File: src/rtl/mux_nto1_rr.sv
// N-channel registered multiplexer with valid/ready flow control on every
// input and on the output; fixed-select or round-robin channel selection.

module mux_nto1_rr_lane #(
    parameter int WIDTH = 8,
    parameter int SEL_W = 2,
    parameter int IDX   = 0
) (
    input  logic [SEL_W-1:0] g,
    input  logic             fire,
    input  logic [WIDTH-1:0] data,
    output logic             ready,
    output logic [WIDTH-1:0] data_m
);
    // Each lane only drives its data onto the AND-OR bus while it holds the grant.
    assign ready  = fire && (g == SEL_W'(IDX));
    assign data_m = ready ? data : '0;
endmodule

module mux_nto1_rr #(
    parameter  int WIDTH    = 8,
    parameter  int CHANNELS = 4,
    localparam int SEL_W    = $clog2(CHANNELS)
) (
    input  logic                      clk,
    input  logic                      rst_n,
    input  logic                      mode,
    input  logic [SEL_W-1:0]          sel,
    input  logic [CHANNELS*WIDTH-1:0] in_data,
    input  logic [CHANNELS-1:0]       in_valid,
    output logic [CHANNELS-1:0]       in_ready,
    output logic [WIDTH-1:0]          out_data,
    output logic [SEL_W-1:0]          out_chan,
    output logic                      out_valid,
    input  logic                      out_ready
);
    localparam int               NPAD = 1 << SEL_W;
    localparam logic [SEL_W:0]   CH_L = (SEL_W+1)'(CHANNELS);
    localparam logic [SEL_W-1:0] LAST = SEL_W'(CHANNELS - 1);

    logic [SEL_W-1:0]                ptr;
    logic [NPAD-1:0]                 valid_pad;
    logic                            fixed_ok;
    logic [SEL_W-1:0]                rr_g;
    logic [SEL_W:0]                  idx;
    logic [SEL_W-1:0]                g;
    logic                            grant_valid;
    logic                            load_en;
    logic                            fire;
    logic [CHANNELS-1:0][WIDTH-1:0]  data_m;
    logic [WIDTH-1:0]                sel_data;

    assign load_en = !out_valid || out_ready;

    // Fixed select: the padded valid vector reads zero for an out-of-range sel.
    always_comb begin
        valid_pad                 = '0;
        valid_pad[CHANNELS-1:0]   = in_valid;
        fixed_ok                  = ({1'b0, sel} < CH_L) && valid_pad[sel];
    end

    // Round-robin: scan offsets from the far end so the nearest hit to ptr wins.
    always_comb begin
        rr_g = ptr;
        idx  = '0;
        for (int k = CHANNELS - 1; k >= 0; k--) begin
            idx = {1'b0, ptr} + (SEL_W+1)'(k);
            if (idx >= CH_L)
                idx = idx - CH_L;
            if (in_valid[idx[SEL_W-1:0]])
                rr_g = idx[SEL_W-1:0];
        end
    end

    assign g           = mode ? rr_g : sel;
    assign grant_valid = mode ? |in_valid : fixed_ok;
    // rst_n gates the handshake so nothing is offered upstream while in reset.
    assign fire        = rst_n && load_en && grant_valid;

    for (genvar i = 0; i < CHANNELS; i++) begin : g_lane
        mux_nto1_rr_lane #(
            .WIDTH (WIDTH),
            .SEL_W (SEL_W),
            .IDX   (i)
        ) u_lane (
            .g      (g),
            .fire   (fire),
            .data   (in_data[i*WIDTH +: WIDTH]),
            .ready  (in_ready[i]),
            .data_m (data_m[i])
        );
    end

    always_comb begin
        sel_data = '0;
        for (int i = 0; i < CHANNELS; i++)
            sel_data = sel_data | data_m[i];
    end

    always_ff @(posedge clk or negedge rst_n) begin
        if (!rst_n) begin
            out_valid <= 1'b0;
            out_data  <= '0;
            out_chan  <= '0;
            ptr       <= '0;
        end else if (load_en) begin
            if (grant_valid) begin
                out_valid <= 1'b1;
                out_data  <= sel_data;
                out_chan  <= g;
                ptr       <= (g == LAST) ? '0 : g + 1'b1;
            end else begin
                out_valid <= 1'b0;
            end
        end
    end
endmodule

File: config.mk
export PLATFORM = sky130hd
export DESIGN_NAME = mux_nto1_rr
export DESIGN_NICKNAME = d
export VERILOG_FILES = /design/src/rtl/mux_nto1_rr.sv
export SDC_FILE = /design/constraint.sdc
export NUM_CORES = 1
export LEC_CHECK = 0
export CORE_ASPECT_RATIO = 1.25
export CORE_MARGIN = 2
export CORE_UTILIZATION = 41
export CTS_BUF_LIST = sky130_fd_sc_hd__clkbuf_4
export DETAILED_ROUTE_END_ITERATION = 10
export PLACE_DENSITY = 0.93
export SKIP_CTS_REPAIR_TIMING = 1
export SYNTH_ARGS = -nofsm -noshare
export SYNTH_HDL_FRONTEND = slang
export SYNTH_HIERARCHICAL = 1
export SYNTH_SLANG_ARGS = --single-unit
File: constraint.sdc
create_clock -name clk -period 2.5 [get_ports clk]
set_input_delay 0.25 -clock clk [delete_from_list [all_inputs] [get_ports clk]]
set_output_delay 0.25 -clock clk [all_outputs]
set_load 0.03 [all_outputs]
**After elaboration in Yosys (flattened, before gate mapping)**

Index checks and enable logic that the tools add are counted.
Widths: inputs -> output; s select.

- $add $sub $neg: 8
- Order comparisons: 9
- Equal/unequal tests: 3
- Multiplexer cells: 26
- Bitwise gates (word level): 3
- Reductions and logical operators: 11

Operators by type and width:

| operator | number |
|---|---|
| $mux 8 | 4 |
| $or 8x8->8 | 3 |
| $mux 2 | 10 |
| $lt 2x3->1 const B | 5 |
| $bmux 1 s2 | 5 |
| $ge 3x3->1 const B | 3 |
| $sub 2x1->2 const B | 4 |
| $mux 1 | 7 |
| $add 2x2->3 const B | 2 |
| $logic_and 1x1->1 | 6 |
| $eq 2x2->1 const B | 2 |
| $reduce_or 4->1 | 1 |
| $add 2x1->3 const B | 1 |
| $ge 2x3->1 const B | 1 |
| $add 2x1->2 const B | 1 |
| $eq 2x1->1 const B | 1 |
| $logic_not 2->1 | 1 |
| $reduce_and 2->1 | 1 |
| $logic_not 1->1 | 1 |
| $logic_or 1x1->1 | 1 |

- Register bits after elaboration: 13
- Input bits: 42
- Output and inout bits: 15

**Depth between registers and ports, before layout**

- Depth in word-level cells: 16
- Gate-level depth with buffers: 8
- Mapped depth without buffers: 7

**Hierarchy**

Netlist, hierarchy kept.

Modules (own cells, without submodules):

| module | times used | cells an instance | area each (sq um) | sequential area each (sq um) |
|---|---|---|---|---|
| mux_nto1_rr | 1 | 76 | 758.2 | 325.3 |
| mux_nto1_rr_lane (g_lane[1].u_lane ...) | 2 | 9 | 88.8 | 0.0 |
| mux_nto1_rr_lane (g_lane[0].u_lane) | 1 | 9 | 107.6 | 0.0 |
| mux_nto1_rr_lane (g_lane[3].u_lane) | 1 | 9 | 77.6 | 0.0 |

**Worst setup path before layout**

No wires, ideal clock.

- Path type: reg-to-output
- Start: reg out_valid
- End: out in_ready[0]
- Arrival time: 2439 ps
- Slack: -189 ps
- Stages on the path, launching flop included: 6
- Cell sequence: dfrtp_1 > nand2b_1 > o21ai_4 > buf_6 > nor2_1 > nor3b_1

- Cells in the longest elaborated chain, start to end: 5

Ends and longest elaborated chain:

| what | RTL line | text |
|---|---|---|
| start, declared | 34 | `output logic out_valid,` |
| start signal, assigned | 102 | `out_valid <= 1'b0;` |
| start signal, assigned | 108 | `out_valid <= 1'b1;` |
| start signal, assigned | 113 | `out_valid <= 1'b0;` |
| $logic_not 1->1 | 53 | `assign load_en = !out_valid \|\| out_ready;` |
| $logic_or 1x1->1 | 53 |  |
| $logic_and 1x1->1 (2 in a row) | 78 | `assign fire = rst_n && load_en && grant_valid;` |
| via fire | 49 | `logic fire;` |
| $logic_and 1x1->1 | 16 | `assign ready = fire && (g == SEL_W'(IDX));` |
| end, declared | 31 | `output logic [CHANNELS-1:0] in_ready,` |

The timed path passes the listed nets, and every way through them passes these cells.

**Worst setup path after layout**

- Start: in in_valid[2]
- End: out in_ready[2]

- Cells in the longest elaborated chain, start to end: 9
- Elaborated cells on any way between the ends: 20
- Those cells by class: eq/ne (1); mux (16); reduce/logical (3)

Ends and longest elaborated chain:

| what | RTL line | text |
|---|---|---|
| start, declared | 30 | `input logic [CHANNELS-1:0] in_valid,` |
| $bmux 1 s2 | 70 | `if (in_valid[idx[SEL_W-1:0]])` |
| $mux 1 (implied by the code) | 70 |  |
| $mux 2 (3 in a row) | 70 |  |
| $mux 2 (*) | 70 |  |
| $mux 2 (*) | 75 | `assign g = mode ? rr_g : sel;` |
| via g[0] | 46 | `logic [SEL_W-1:0] g;` |
| $eq 2x2->1 (*) | 16 |  |
| $logic_and 1x1->1 (*) | 16 |  |

Mark *: on every way through the listed nets, which the timed path passes. The rest lies on a longest branch. The select of a mux whose other input is x is not followed.

==> impl_metrics.yaml <==
job:
  max_cap_viol_count: 0
timing:
  fin_skew_ps: 3.938
  drv_slew: 0
  fin_crit_sh: 0.9283
  setup-violations-final: 0
  hold_violations: 0
  slew-limit-headroom: 0.6919
  fmaxAchievable_ghz: 0.4309
  min_period_ps: 2321
  rsz0062_at_grt: "false"
  setup_tns_ps: 0
  worst_pin_slew_ps: 462.1
detailed_routing:
  dr.pass1.iters: 5
  viasPerCell: 5.624
  vias: 1181
  ant_nets: 0
  drc: 0
  wl_per_cell_um: 14.95
  drt_iter0_markers: 25
  routed_wl_um: 3139
cells_and_area:
  multiInputGateArea_um2: 770.7
  fillers: 220
  drive_above_1_share: 0.2045
  diodes: 0
  regArea_um2: 325.3
  area_delta_synth_final_pct: 62.05
  nets: 219
worst_setup_path:
  start_kind: "primary input"
  slowest_stage: "clkdlybuf4s50_1"
  worstPathMaxFanout: 38
  path_cells: "clkdlybuf4s50_1 -> or2b_1 -> a21boi_1 -> o32ai_4 -> buf_12 -> and3b_1 -> buf_4"
  required_ps: 2250
  max_stage_delay_ps: 590
  path_class: "primary input to output port"
  cp-end-kind: "output port"
  crit_arrival_ps: 2070
floorplanning:
  boundaryPins: 57
  std_cell_rows: 21
  dieArea_um2: 3171
  coreArea_um2: 2654
  initial_utilization: 0.4224
  die_h_um: 62.47
  die_w_um: 50.77
clock_tree:
  numCtsBuffers: 3
  cts_tree: "done"
  clk_pin_slew_worst_paths_ps: 80
  worstSkewPairLatency_ps: 270
  clk_path_buf_depth: 2
  root_buffer: "clkbuf_4"
  cts_max_level: 1
  clock-sinks: 13
power:
  swShare: 0.3725
  power_density_nw_per_um2: 483.1
  share_comb_of_total_power: 0.526
  internal_power_uw: 550.7
  p_leak_nw: 0.7863
  irDropWorstVdd_uv: 253.3
  power_frac_clock: 0.158
  switching_power_uw: 327.0
  total_power_uw: 877.7
  pwr-share-seq: 0.316
outcome:
  status: "finished clean"
logic_synthesis:
  yosysUniqueCellTypes: 31
  yosysSeqAreaShare: 0.2902
  async_flop_share: 1.000
  synth-seq-cells: 13
  synth_edf_count: 0
  avgSynthCellArea_um2: 10.01
  synth_nets: 154
  synth_flop_cell: "dfrtp_1"
  synth.cell_area_um2: 1121
  netlist_instances: 112
  yosys_warnings: 6
global_route:
  grt_pass1_wl_um: 5188
  grt_usage: 0.2081
  grt_antenna_before_repair: 0
  grt_max_degree: 39
  first_global_vias: 1226
  grt_overflow: 0
placement:
  gp_congestion: 0.6915
  io_buffers: 56
  dp_hpwl_um: 2361
hold_path:
  hold_class: "primary input to asynchronous set/reset pin"
[per-stage QoR]
| stage | setup slack (ps) | std cells | instance area (µm²) | hold WS [ps] | utilization |
|---|---|---|---|---|---|
| after CTS | 201.4 | 210 | 1817 | 314.3 | 0.6846 |
| final | 179.2 | 210 | 1817 | 318.5 | 0.6846 |
| after global placement | 157.9 | 206 | 1787 | 462.8 | 0.6733 |
| after global routing | 106.0 | 210 | 1817 | 335.0 | 0.6846 |
| after floorplan | 54.43 | 112 | 1126 | -45.59 | - |
| after detailed placement | 26.85 | 206 | 1787 | 469.4 | 0.6733 |
[power by group through the flow]
| stage | registers, mW | logic [mW] | clock network, mW |
|---|---|---|---|
| finish | 0.277 | 0.462 | 0.138 |
| global route | 0.281 | 0.494 | 0.152 |
| CTS | 0.278 | 0.464 | 0.142 |
| detailed placement | 0.282 | 0.463 | 0 |
| global placement | 0.279 | 0.443 | 0 |
| floorplan | 0.333 | 0.191 | 0 |
[Yosys cell counts, types with 2 or more instances]
cell type / n / share of area
nor3b_1: 2 / 0.013
and4bb_2: 8 / 0.089
inv_1: 4 / 0.013
or2b_1: 2 / 0.013
nor4_1: 8 / 0.045
a21oi_1: 3 / 0.013
o21ai_0: 3 / 0.013
dfrtp_1: 13 / 0.29
nand2b_1: 4 / 0.022
and4b_1: 16 / 0.14
nor2_1: 5 / 0.017
buf_6: 2 / 0.020
and3b_1: 2 / 0.016
nand2_1: 11 / 0.037
and4_1: 8 / 0.063
o21ai_2: 6 / 0.047
[cell usage in the layout, fill, tap and decap left out, types with 2 or more instances in the layout]
master / synthesis / final
dfrtp_1: 13 / 13
and4_1: 8 / 8
buf_12: 0 / 3
a21oi_1: 3 / 3
and4b_1: 16 / 16
or2b_1: 2 / 2
nand2b_1: 4 / 4
clkbuf_4: 0 / 4
o21ai_2: 6 / 6
o21ai_0: 3 / 3
and3b_1: 2 / 2
nor4_1: 8 / 8
nand2_1: 11 / 11
nor2_1: 5 / 5
inv_1: 4 / 4
buf_4: 0 / 7
clkdlybuf4s50_1: 0 / 52
and4bb_2: 8 / 8
[critical path, delay by kind of cell]
kind	cells	cell delay, ps
buffers and inverters	3	920
AND/OR/NAND/NOR	2	470
AO/OA/AOI/OAI	2	420
[final cells by class]
cell class                      instances  area share
Clock buffer                            4     0.01653
Inverter                                4    0.008264
Multi-Input combinational cell         93      0.4242
Sequential cell                        13      0.1791
Tap cell                               34     0.02342
Timing Repair Buffer                   62      0.3485
[flip-flops by register name (all words and copies together) (netlist names)]
signal and flops:
ptr 2, out_data 8, out_chan 2, out_valid 1
[path summary, 6_finish.rpt]
check | start | end | slack (ps) | cells after the start
setup reg to reg | ptr[0]$_DFFE_PN0P_ | out_data[1]$_DFFE_PN0P_ | 410 | 7
hold reg to reg | out_data[3]$_DFFE_PN0P_ | out_data[3]$_DFFE_PN0P_ | 480 | 2
min in group clk | out_data[3]$_DFFE_PN0P_ | out_data[3]$_DFFE_PN0P_ | 480 | 2
max in group asynchronous | rst_n | out_data[2]$_DFFE_PN0P_ | 2020 | 2
hold / removal | rst_n | ptr[1]$_DFFE_PN0P_ | 320 | 2
setup / recovery | in_valid[2] | in_ready[2] | 180 | 7
[kinds of logic after synthesis]
| group | Yosys count | synth area share |
|---|---|---|
| multiplexers | 2 | 0.01897 |
| buffers and inverters | 6 | 0.03348 |
| AND/OR/NAND/NOR | 68 | 0.4699 |
| XOR/XNOR | 1 | 0.007814 |
| flip-flops | 13 | 0.2902 |
| AO/OA/AOI/OAI | 22 | 0.1797 |
[layer usage]
layer	wire [µm]	GRT usage	share of wire	vias to the layer above
met5	0	0	0	-
met4	29	0.07770	0.0092	0
met3	125	0.03828	0.040	6
met2	1656	0.3816	0.53	37
met1	1327	0.2315	0.42	558
li1	-	-	-	580
(Power assumes the default switching activity.)
